<file path="src/rtl/filter_pump_ctrl.sv">
// filter_pump_ctrl
//   Two-pump filter sequencer. Pump A fills the filter stage, pump B drains it.
//   A criticality vector (gated by enable) starts a fill/drain cycle; an empty
//   sensor ends each drain. Duty words ramp up softly on a shared prescaler
//   tick and drop at once when lowered. A drain watchdog latches FAULT until
//   fault_clear is pulsed.
//
// Ports
//   clk          in   system clock
//   reset_n      in   asynchronous active-low reset
//   status_data  in   per-source criticality flags, any bit set = critical
//   is_empty     in   filter stage empty (synchronous to clk)
//   enable       in   global run enable
//   fault_clear  in   single-cycle pulse, leaves FAULT
//   pwm_duty_a   out  fill pump duty (registered)
//   pwm_duty_b   out  drain pump duty (registered)
//   state_o      out  current state: STOP=0 FILLING=1 DRAINING_MIN=2
//                     DRAINING_MAX=3 STOPPING=4 FAULT=5
//   fault        out  high while in FAULT
module filter_pump_ctrl #(
    parameter int unsigned     STATUS_W             = 4,
    parameter int unsigned     PWM_W                = 8,
    parameter int unsigned     PWM_MAX              = 230,
    parameter int unsigned     PWM_MIN              = 77,
    parameter int unsigned     TIMER_W              = 33,
    parameter longint unsigned FILL_CYCLES          = 64'd6_000_000_000,
    parameter longint unsigned MIN_CYCLES           = 64'd250_000_000,
    parameter longint unsigned DRAIN_TIMEOUT_CYCLES = 64'd1_500_000_000,
    parameter int unsigned     RAMP_DIV             = 50_000,
    parameter int unsigned     RAMP_STEP            = 1
) (
    input  logic                clk,
    input  logic                reset_n,
    input  logic [STATUS_W-1:0] status_data,
    input  logic                is_empty,
    input  logic                enable,
    input  logic                fault_clear,
    output logic [PWM_W-1:0]    pwm_duty_a,
    output logic [PWM_W-1:0]    pwm_duty_b,
    output logic [2:0]          state_o,
    output logic                fault
);

    typedef enum logic [2:0] {
        ST_STOP      = 3'd0,
        ST_FILLING   = 3'd1,
        ST_DRAIN_MIN = 3'd2,
        ST_DRAIN_MAX = 3'd3,
        ST_STOPPING  = 3'd4,
        ST_FAULT     = 3'd5
    } state_e;

    localparam logic [TIMER_W-1:0] FILL_LIM = TIMER_W'(FILL_CYCLES);
    localparam logic [TIMER_W-1:0] MIN_LIM  = TIMER_W'(MIN_CYCLES);
    localparam logic [TIMER_W-1:0] WD_LIM   = TIMER_W'(DRAIN_TIMEOUT_CYCLES);

    localparam logic [PWM_W-1:0] DUTY_MAX = PWM_W'(PWM_MAX);
    localparam logic [PWM_W-1:0] DUTY_MIN = PWM_W'(PWM_MIN);
    localparam logic [PWM_W:0]   STEP_EXT = (PWM_W + 1)'(RAMP_STEP);

    localparam int unsigned      PRE_W    = (RAMP_DIV > 1) ? $clog2(RAMP_DIV) : 1;
    localparam logic [PRE_W-1:0] PRE_LAST = PRE_W'(RAMP_DIV - 1);

    state_e              state_q, state_d;
    logic [TIMER_W-1:0]  fill_q, fill_d;
    logic [TIMER_W-1:0]  min_q, min_d;
    logic [TIMER_W-1:0]  wd_q, wd_d;
    logic [PRE_W-1:0]    pre_q, pre_d;
    logic [PWM_W-1:0]    duty_a_q, duty_a_d;
    logic [PWM_W-1:0]    duty_b_q, duty_b_d;

    logic                crit;
    logic                fill_exp, min_exp, wd_exp;
    logic                in_drain;
    logic                tick;
    logic [PWM_W-1:0]    tgt_a, tgt_b;

    assign crit     = (|status_data) & enable;
    assign fill_exp = (fill_q >= FILL_LIM);
    assign min_exp  = (min_q >= MIN_LIM);
    assign wd_exp   = (wd_q >= WD_LIM);
    assign in_drain = (state_q == ST_DRAIN_MIN) || (state_q == ST_DRAIN_MAX) ||
                      (state_q == ST_STOPPING);
    assign tick     = (pre_q == PRE_LAST);

    function automatic logic [TIMER_W-1:0] sat_inc(input logic [TIMER_W-1:0] t);
        sat_inc = (t == '1) ? t : t + 1'b1;
    endfunction

    // Raise by one step per tick (clamped at target), lower or zero at once.
    function automatic logic [PWM_W-1:0] ramp_next(input logic [PWM_W-1:0] duty,
                                                   input logic [PWM_W-1:0] target,
                                                   input logic             tk);
        logic [PWM_W:0] sum;
        sum       = {1'b0, duty} + STEP_EXT;
        ramp_next = duty;
        if (target == '0) begin
            ramp_next = '0;
        end else if (target < duty) begin
            ramp_next = target;
        end else if ((target > duty) && tk) begin
            ramp_next = (sum > {1'b0, target}) ? target : sum[PWM_W-1:0];
        end
    endfunction

    // Next-state logic; case order encodes transition priority.
    always_comb begin
        state_d = state_q;
        case (state_q)
            ST_STOP: begin
                if (crit) state_d = ST_FILLING;
            end
            ST_FILLING: begin
                if (!crit)         state_d = ST_STOPPING;
                else if (fill_exp) state_d = ST_DRAIN_MIN;
            end
            ST_DRAIN_MIN: begin
                if (wd_exp)        state_d = ST_FAULT;
                else if (!crit)    state_d = ST_STOPPING;
                else if (min_exp)  state_d = ST_DRAIN_MAX;
                else if (is_empty) state_d = ST_FILLING;
            end
            ST_DRAIN_MAX: begin
                if (wd_exp)        state_d = ST_FAULT;
                else if (!crit)    state_d = ST_STOPPING;
                else if (is_empty) state_d = ST_FILLING;
            end
            ST_STOPPING: begin
                if (wd_exp)        state_d = ST_FAULT;
                else if (is_empty) state_d = ST_STOP;
            end
            ST_FAULT: begin
                if (fault_clear) state_d = ST_STOP;
            end
            default: state_d = ST_STOP;
        endcase
    end

    // Timers and prescaler. The watchdog spans all three drain states and
    // restarts whenever the stage reports empty.
    always_comb begin
        fill_d = '0;
        min_d  = '0;
        wd_d   = '0;
        pre_d  = tick ? '0 : pre_q + 1'b1;
        if (state_q == ST_FILLING)   fill_d = sat_inc(fill_q);
        if (state_q == ST_DRAIN_MIN) min_d  = sat_inc(min_q);
        if (in_drain && !is_empty)   wd_d   = sat_inc(wd_q);
    end

    // Duty targets from the registered state.
    always_comb begin
        tgt_a = '0;
        tgt_b = '0;
        case (state_q)
            ST_FILLING:   tgt_a = DUTY_MAX;
            ST_DRAIN_MIN: tgt_b = DUTY_MIN;
            ST_DRAIN_MAX: tgt_b = DUTY_MAX;
            ST_STOPPING:  tgt_b = DUTY_MAX;
            default: begin
                tgt_a = '0;
                tgt_b = '0;
            end
        endcase
        duty_a_d = ramp_next(duty_a_q, tgt_a, tick);
        duty_b_d = ramp_next(duty_b_q, tgt_b, tick);
    end

    always_ff @(posedge clk or negedge reset_n) begin
        if (!reset_n) begin
            state_q  <= ST_STOP;
            fill_q   <= '0;
            min_q    <= '0;
            wd_q     <= '0;
            pre_q    <= '0;
            duty_a_q <= '0;
            duty_b_q <= '0;
        end else begin
            state_q  <= state_d;
            fill_q   <= fill_d;
            min_q    <= min_d;
            wd_q     <= wd_d;
            pre_q    <= pre_d;
            duty_a_q <= duty_a_d;
            duty_b_q <= duty_b_d;
        end
    end

    assign pwm_duty_a = duty_a_q;
    assign pwm_duty_b = duty_b_q;
    assign state_o    = state_q;
    assign fault      = (state_q == ST_FAULT);

endmodule
</file>
<file path="config.mk">
export PLATFORM = sky130hd
export DESIGN_NAME = filter_pump_ctrl
export DESIGN_NICKNAME = d
export VERILOG_FILES = /design/src/rtl/filter_pump_ctrl.sv
export SDC_FILE = /design/constraint.sdc
export NUM_CORES = 1
export LEC_CHECK = 0
export CAP_MARGIN = 20
export CORE_MARGIN = 2
export CORE_UTILIZATION = 45
export CTS_CLUSTER_SIZE = 40
export DETAILED_ROUTE_END_ITERATION = 16
export PLACE_DENSITY_LB_ADDON = 0.12
export SLEW_MARGIN = 20
export SYNTH_ARGS = -nofsm -noshare
export SYNTH_HDL_FRONTEND = slang
export SYNTH_SLANG_ARGS = --single-unit
</file>
<file path="constraint.sdc">
create_clock -name clk -period 4.6 [get_ports clk]
set_clock_uncertainty 0.2 [all_clocks]
set_input_delay 0.92 -clock clk [delete_from_list [all_inputs] [get_ports clk]]
set_output_delay 0.92 -clock clk [all_outputs]
set_load 0.1 [all_outputs]
</file>
==> reports/qor.json, run 1 <==
{
  "top_level_ports": 29,
  "postPlaceCellArea_mm2": 0.00842,
  "rr_startpoint": "state_o[1]",
  "period_share": 0.799,
  "route.vias.total": 6239,
  "fraction_of_final_layout_cells_sized_beyond_drive_strength_1": 0.0616,
  "result_of_the_run": "finished clean",
  "worst_ep_required_time_ns": 4.73,
  "setup.worst_path.end_class": "flop",
  "synth_top_area_cell": "dfrtp_1",
  "grt_pass1_wl_um": 28900,
  "slew_headroom": 0.311,
  "grt_antenna_before_repair": 0,
  "report.final.slew_viol_count": 0,
  "floorplan.core_area_mm2": 0.0172,
  "final_cell_area_mm2": 0.00910,
  "post_synth_main_area_contributors": "dfrtp_1 (42%), xor2_1 (7.6%), nor2_1 (6.4%)",
  "worst-endpoint-arrival_ns": 3.81,
  "hold_viol": 0,
  "syn-mean-instance-area_um2": 8.96,
  "avgRoutedWirePerCell_um": 14.5,
  "worst_case_vdd_ir_drop_v": 0.000295,
  "fmax_mhz": 272,
  "grt_remaining_overflow": 0,
  "fin_ws_ns": 0.923,
  "number_of_global_route_vias_before_repair": 5960,
  "drt-pass1-iter-count": 5,
  "cts_sinks": 134,
  "initial_core_util": 0.459,
  "clk_pin_slew_ns": 0.06,
  "detailed_place_hpwl_um": 11700,
  "gr-usage-all-layers": 0.194,
  "syn2layout_area_growth_pct": 15.0,
  "max_capacitance_violation_count": 0,
  "postCtsSetupRepairBufs": 0,
  "rsz_0062_raised_after_global_routing": "no",
  "cellPowerDensity_mw_per_mm2": 501,
  "synthesized_net_count": 930,
  "die_height_um": 137,
  "numPortBuffers": 28,
  "route.detailed.drc": 0,
  "drtIter0Drc": 343,
  "synth_cell_type_count": 65,
  "cts_inserted_buffers": 17,
  "cts_tree": "done",
  "clockRootBuffer": "clkbuf_16",
  "fp.dieW_um": 137,
  "holdBufCountCts": 0,
  "timing.hold.worst_path_depth": 1,
  "clock_tree.htree_level_count": 4,
  "totalWireLength_um": 16600,
  "crit_path_start_kind": "flop",
  "antenna_left": 0,
  "static-leakage-power_nw": 3.74,
  "asyncSetResetFlopFracSynth": 1.00,
  "mapped_cell_area_mm2": 0.00792,
  "ff2ff_setup_slack_ns": 0.92,
  "crit_path_max_fanout": 10,
  "die_area_mm2": 0.0187,
  "placement_rows": 48,
  "finalSetupTns_ns": 0,
  "worstSkewPairLatency_ns": 0.42,
  "report.power.total_w": 0.00456,
  "synth_top_flop_cell": "dfrtp_1",
  "vias_per_cell": 5.43,
  "period_minus_slack_ns": 3.68,
  "ys_ff_latch": 134,
  "synth_warnings": 0,
  "worst_hold_startpoint": "pre_q[0]",
  "yosysTopAreaCellShare": 0.423,
  "cts_max_path_buffers": 2,
  "netlist_instances": 884,
  "num_antenna_cells": 0,
  "maximum_number_of_pins_on_one_net_before_global_route_repair": 96,
  "setup_viol": 0,
  "ys_seq_area_frac": 0.423,
  "num-nets-final": 958,
  "synth.cells.most_frequent": "nor2_1 (135), dfrtp_1 (134), nand2_1 (74)",
  "gp_congestion": 0.824,
  "timing.reg2reg.worst_path_depth": 11,
  "synth_enable_flop_cells": 0,
  "destination_of_the_worst_register_to_register_timing_path": "pwm_duty_b[7]",
  "synth_most_common_cell": "nor2_1",
  "dp_worst_setup_slack_ns": 0.966,
  "tightestPinTransition_ns": 1.03,
  "hold_class": "flop to flop",
  "min_to": "pre_q[0]",
  "cts_repair_resize_count": 0,
  "worst-setup-path-type": "flop to flop"
}
==> worst max-delay path by stage <==
stage	depth (start not counted)	endpoint	from
floorplan	12	pwm_duty_a[0]	state_o[2]
global placement	11	pwm_duty_a[3]	state_o[0]
detailed placement	11	pwm_duty_b[7]	state_o[2]
CTS	11	pwm_duty_a[3]	state_o[0]
global route	11	pwm_duty_b[7]	state_o[1]
finish	11	pwm_duty_b[7]	state_o[1]
==> stage by stage <==
step	hold WS [ns]	std cells	utilization
floorplan	0.225	884	-
global placement	0.245	1118	0.488
detailed placement	0.245	1118	0.488
CTS	0.253	1150	0.528
global route	0.288	1150	0.528
finish	0.250	1150	0.528
==> placed cells by master, fill, tap and decap left out, types with 5 or more instances in the layout <==
master,Yosys,layout
and3_1,13,13
clkbuf_16,0,17
nand2b_1,9,9
xor2_1,69,69
a21oi_1,32,32
mux2i_1,7,7
nand4_1,29,29
nor2_1,135,135
ha_1,36,36
inv_1,37,37
clkdlybuf4s50_1,0,26
xnor2_1,37,37
nor3_1,28,28
buf_4,0,6
bufinv_16,0,6
dfrtp_1,134,134
and4_1,7,7
o21ai_0,29,29
nor4_1,14,14
a21o_1,6,6
and2_1,5,5
or3_1,18,18
nand2_1,74,74
nand3_1,62,62
nor2b_1,8,8
==> kinds of logic after synthesis <==
kind of cell	Yosys count	synth area share
compound gates	103	0.0806
simple gates	433	0.277
flops	134	0.423
mux	9	0.0117
fa+ha+maj	37	0.0594
buf+inv	62	0.0308
xor+xnor	106	0.117
==> area by class of cell <==
type                       count  area (um^2)
multi-input combinational    688         4320
sequential                   134         3350
inverter                      38          143
clock inverter                12          223
clock buffer                  20          467
tap                          225          282
timing repair buffer          33          317
fill                        1575         8130
==> flip-flops by register name (all words and copies together), names as in the netlist <==
name / flops
wd_q: 33
state_o: 3
fill_q: 33
pre_q: 16
min_q: 33
pwm_duty_a: 8
pwm_duty_b: 8
==> worst max-delay path, stage by stage (launching register included) <==
cell	delay (ns)
dfrtp_1	0.46
nand2b_1	0.22
o21ai_0	0.53
inv_1	0.25
ha_1	0.34
nand2_1	0.05
or3_1	0.36
o211ai_1	0.14
nand3_1	0.29
o21ai_0	0.39
o21ai_0	0.14
a22oi_1	0.20
==> report_power, final <==
| part | switching (W) | internal, W |
|---|---|---|
| Clock | 0.000525 | 0.00106 |
| Combinational | 0.00114 | 0.000508 |
| Sequential | 0.0000923 | 0.00124 |
| Total | 0.00176 | 0.00281 |
==> per-layer routing <==
layer,vias to the layer above,share of wire,global-route usage
met5,-,0,0
met4,0,0.014,0.0631
met3,16,0.026,0.0400
met2,74,0.47,0.305
met1,2997,0.49,0.267
li1,3152,-,-
Note: power is estimated with default switching activity, not from simulation.
==> run 2: changes to the inputs <==
==> constraint.sdc (replaced) <==
create_clock -name clk -period 3 [get_ports clk]
set_clock_uncertainty 0.2 [all_clocks]
set_input_delay 0.6 -clock clk [delete_from_list [all_inputs] [get_ports clk]]
set_output_delay 0.6 -clock clk [all_outputs]
set_load 0.1 [all_outputs]
==> reports/qor.json, run 2 (synthesized netlist as in run 1, its figures left out) <==
{
  "result_of_the_run": "finished clean",
  "route.vias.total": {"value": 6596, "change": "+5.7%"},
  "avgRoutedWirePerCell": {"value": 14.6, "unit": "um", "change": "+1.2%"},
  "die_area": {"value": 0.0187, "unit": "mm^2", "change": "unchanged"},
  "grt.met1_usage": {"value": 0.270, "change": "+0.00294"},
  "clk_pin_slew": {"value": 0.06, "unit": "ns", "change": "about the same"},
  "hold_viol": {"value": 0, "change": "unchanged"},
  "max_capacitance_violation_count": {"value": 0, "change": "unchanged"},
  "detailed_place_hpwl": {"value": 12900, "unit": "um", "change": "+11%"},
  "maximum_number_of_pins_on_one_net_before_global_route_repair": {"value": 50, "change": "-48%"},
  "setup.worst_path.end_class": "flop",
  "most_frequent_cells_in_the_layout": "nor2_1 (129), dfrtp_1 (116), buf_4 (104)",
  "final_common_cell": "nor2_1",
  "initial_core_util": {"value": 0.459, "change": "unchanged"},
  "cts_inserted_buffers": {"value": 17, "change": "unchanged"},
  "tightestPinTransition": {"value": 0.461, "unit": "ns", "change": "-0.569 ns"},
  "num-nets-final": {"value": 1040, "change": "+8.6%"},
  "clock_tree.htree_level_count": {"value": 4, "change": "unchanged"},
  "grt_remaining_overflow": {"value": 0, "change": "unchanged"},
  "rr_startpoint": "wd_q[16]",
  "finalSetupTns": {"value": 0, "unit": "ns", "change": "unchanged"},
  "rsz_0062_raised_after_global_routing": "yes",
  "syn2layout_area_growth_pct": 25.9,
  "cellPowerDensity": {"value": 742, "unit": "mW/mm^2", "change": "+48%"},
  "crit_path_start_kind": "flop",
  "cp_cell_sequence": "and4_1 > and4_4 > nand3_4 > or3_4 > nor4_4 > ha_2 > nand4b_4 > or4_4 > or3_4 > nor2_4 > nand4_1 > xor2_1 > nor2_2",
  "placement_rows": {"value": 48, "change": "unchanged"},
  "worst-endpoint-arrival": {"value": 3.08, "unit": "ns", "change": "-0.73 ns"},
  "setup_viol": {"value": 0, "change": "unchanged"},
  "crit_path_max_fanout": {"value": 4, "change": "-6"},
  "route.detailed.drc": {"value": 0, "change": "unchanged"},
  "worst_case_vdd_ir_drop": {"value": 0.000455, "unit": "V", "change": "+54%"},
  "report.final.slew_viol_count": {"value": 0, "change": "unchanged"},
  "num_antenna_cells": {"value": 0, "change": "unchanged"},
  "fp.dieW": {"value": 137, "unit": "um", "change": "unchanged"},
  "crit_path_most_repeated_cell": "or3_4",
  "vias_per_cell": {"value": 5.35, "change": "-1.3%"},
  "grt-busiest-layer": "met2",
  "period_minus_slack": {"value": 2.98, "unit": "ns", "change": "-0.700 ns"},
  "clockRootBuffer": "clkbuf_16",
  "cts_max_path_buffers": {"value": 2, "change": "unchanged"},
  "report.power.total": {"value": 0.00740, "unit": "W", "change": "+62%"},
  "use_met2": {"value": 0.338, "change": "+0.0328"},
  "family_with_the_most_delay_on_the_worst_path": "simple AND/OR/NAND/NOR gates",
  "worst_path_largest_cell_delay": {"value": 0.44, "unit": "ns", "change": "-0.09 ns"},
  "critical_path.n_buffers_inverters": {"value": 0, "change": "-1"},
  "cts_sinks": {"value": 134, "change": "unchanged"},
  "grt_antenna_before_repair": {"value": 0, "change": "unchanged"},
  "slew_headroom": {"value": 0.690, "change": "+0.379"},
  "cts_tree": "done",
  "dp_worst_setup_slack": {"value": -0.0165, "unit": "ns", "change": "-0.983 ns"},
  "die_height": {"value": 137, "unit": "um", "change": "unchanged"},
  "worst_ep_required_time": {"value": 3.11, "unit": "ns", "change": "-1.62 ns"},
  "fraction_of_final_layout_cells_sized_beyond_drive_strength_1": {"value": 0.220, "change": "+0.159"},
  "antenna_left": {"value": 0, "change": "unchanged"},
  "top_level_ports": {"value": 29, "change": "unchanged"},
  "timing.critical_path.from": "wd_q[16]",
  "top_regs": "fill_q x33, min_q x33, wd_q x33",
  "totalWireLength": {"value": 18000, "unit": "um", "change": "+8.4%"},
  "numPortBuffers": {"value": 28, "change": "unchanged"},
  "fin_ws": {"value": 0.0239, "unit": "ns", "change": "-0.900 ns"},
  "worst-setup-path-type": "flop to flop",
  "floorplan.core_area": {"value": 0.0172, "unit": "mm^2", "change": "unchanged"},
  "worst_hold_startpoint": "pre_q[0]",
  "fmax": {"value": 336, "unit": "MHz", "change": "+24%"},
  "period_share": {"value": 0.992, "change": "+0.193"},
  "worstSkewPairLatency": {"value": 0.43, "unit": "ns", "change": "about the same"},
  "gr-usage-all-layers": {"value": 0.205, "change": "+0.0113"},
  "drtIter0Drc": {"value": 385, "change": "+12%"},
  "drt-pass1-iter-count": {"value": 4, "change": "-1"},
  "hold_class": "flop to flop",
  "static-leakage-power": {"value": 4.21, "unit": "nW", "change": "+13%"},
  "use_met3": {"value": 0.0437, "change": "+0.00370"},
  "gp_congestion": {"value": 0.836, "change": "+1.5%"},
  "cp_slowest_cell": "or4_4",
  "number_of_global_route_vias_before_repair": {"value": 6430, "change": "+7.9%"},
  "grt_pass1_wl": {"value": 30500, "unit": "um", "change": "+5.5%"}
}
-- run 2: cell count changes in the layout (fill, tap and decap cells not counted), moves of 6 or more --
cell             before  now
dfrtp_2               0    8
buf_4                 6  104
ha_1                 36   30
o21ai_0              29   23
dfrtp_1             134  116
nor2_1              135  129
dfrtp_4               0   10
clkdlybuf4s50_1      26    7
-- run 2: final cells by class --
class,count,area [um^2]
sequential,134,3400
clock inverter,11,173
fill,1550,7270
clock buffer,21,470
timing repair buffer,115,912
tap,225,282
multi-input combinational,688,4580
inverter,38,149
-- run 2: worst paths after layout --
check | to | slack [ns] | cells after the start
setup / recovery | wd_q[31] | 0.02 | 13
hold / removal | pre_q[0] | 0.26 | 1
setup reg to reg | wd_q[31] | 0.02 | 13
hold reg to reg | pre_q[0] | 0.26 | 1
max in group asynchronous | pwm_duty_b[1] | 1.49 | 3
min in group asynchronous | wd_q[6] | 0.47 | 2
-- run 2: report_power, final --
part | switching [W] | total, W | internal, W | leakage (nW)
Combinational | 0.00195 | 0.00306 | 0.00111 | 2.08
Clock | 0.000815 | 0.00227 | 0.00146 | 0.313
Sequential | 0.000141 | 0.00207 | 0.00193 | 1.82
Total | 0.00290 | 0.00740 | 0.00450 | 4.21
-- run 2: layer usage --
metal | routed length, um | share of wire | vias up
met4 | 195 | 0.011 | 0
met5 | 0 | 0 | -
met2 | 8710 | 0.48 | 85
met3 | 527 | 0.029 | 19
met1 | 8590 | 0.48 | 3186
li1 | - | - | 3306
-- run 2: stage by stage --
stage,area [um^2],hold WS (ns),util,cells
2_1_floorplan,8130,0.104,-,884
3_3_place_gp,9130,0.252,0.530,1195
3_5_place_dp,9130,0.243,0.530,1195
4_1_cts,9790,0.260,0.568,1228
5_1_grt,9970,0.286,0.578,1232
6_report,9970,0.261,0.578,1232
-- run 2: repair_timing --
| action | 4_1_cts | 5_1_grt |
|---|---|---|
| resized for setup | 1 | 35 |
| setup endpoints to repair | 1 | 44 |
| cloned | 0 | 0 |
| hold buffers | 1 | 0 |
| buffers inserted | 0 | 6 |
| pin swaps | 0 | 17 |
| hold endpoints to repair | 42 | 0 |
==> run 3: changes to the inputs <==
--- a/config.mk
+++ b/config.mk
@@ -5,11 +5,12 @@
 export SDC_FILE = /design/constraint.sdc
 export NUM_CORES = 1
 export LEC_CHECK = 0
+export ABC_AREA = 0
 export CAP_MARGIN = 20
 export CORE_MARGIN = 2
 export CORE_UTILIZATION = 45
-export CTS_CLUSTER_SIZE = 40
 export DETAILED_ROUTE_END_ITERATION = 16
+export GPL_ROUTABILITY_DRIVEN = 0
 export PLACE_DENSITY_LB_ADDON = 0.12
 export SLEW_MARGIN = 20
 export SYNTH_ARGS = -nofsm -noshare
==> results of run 3 <==
Final layout, timing and power as in run 2 (identical DEF).
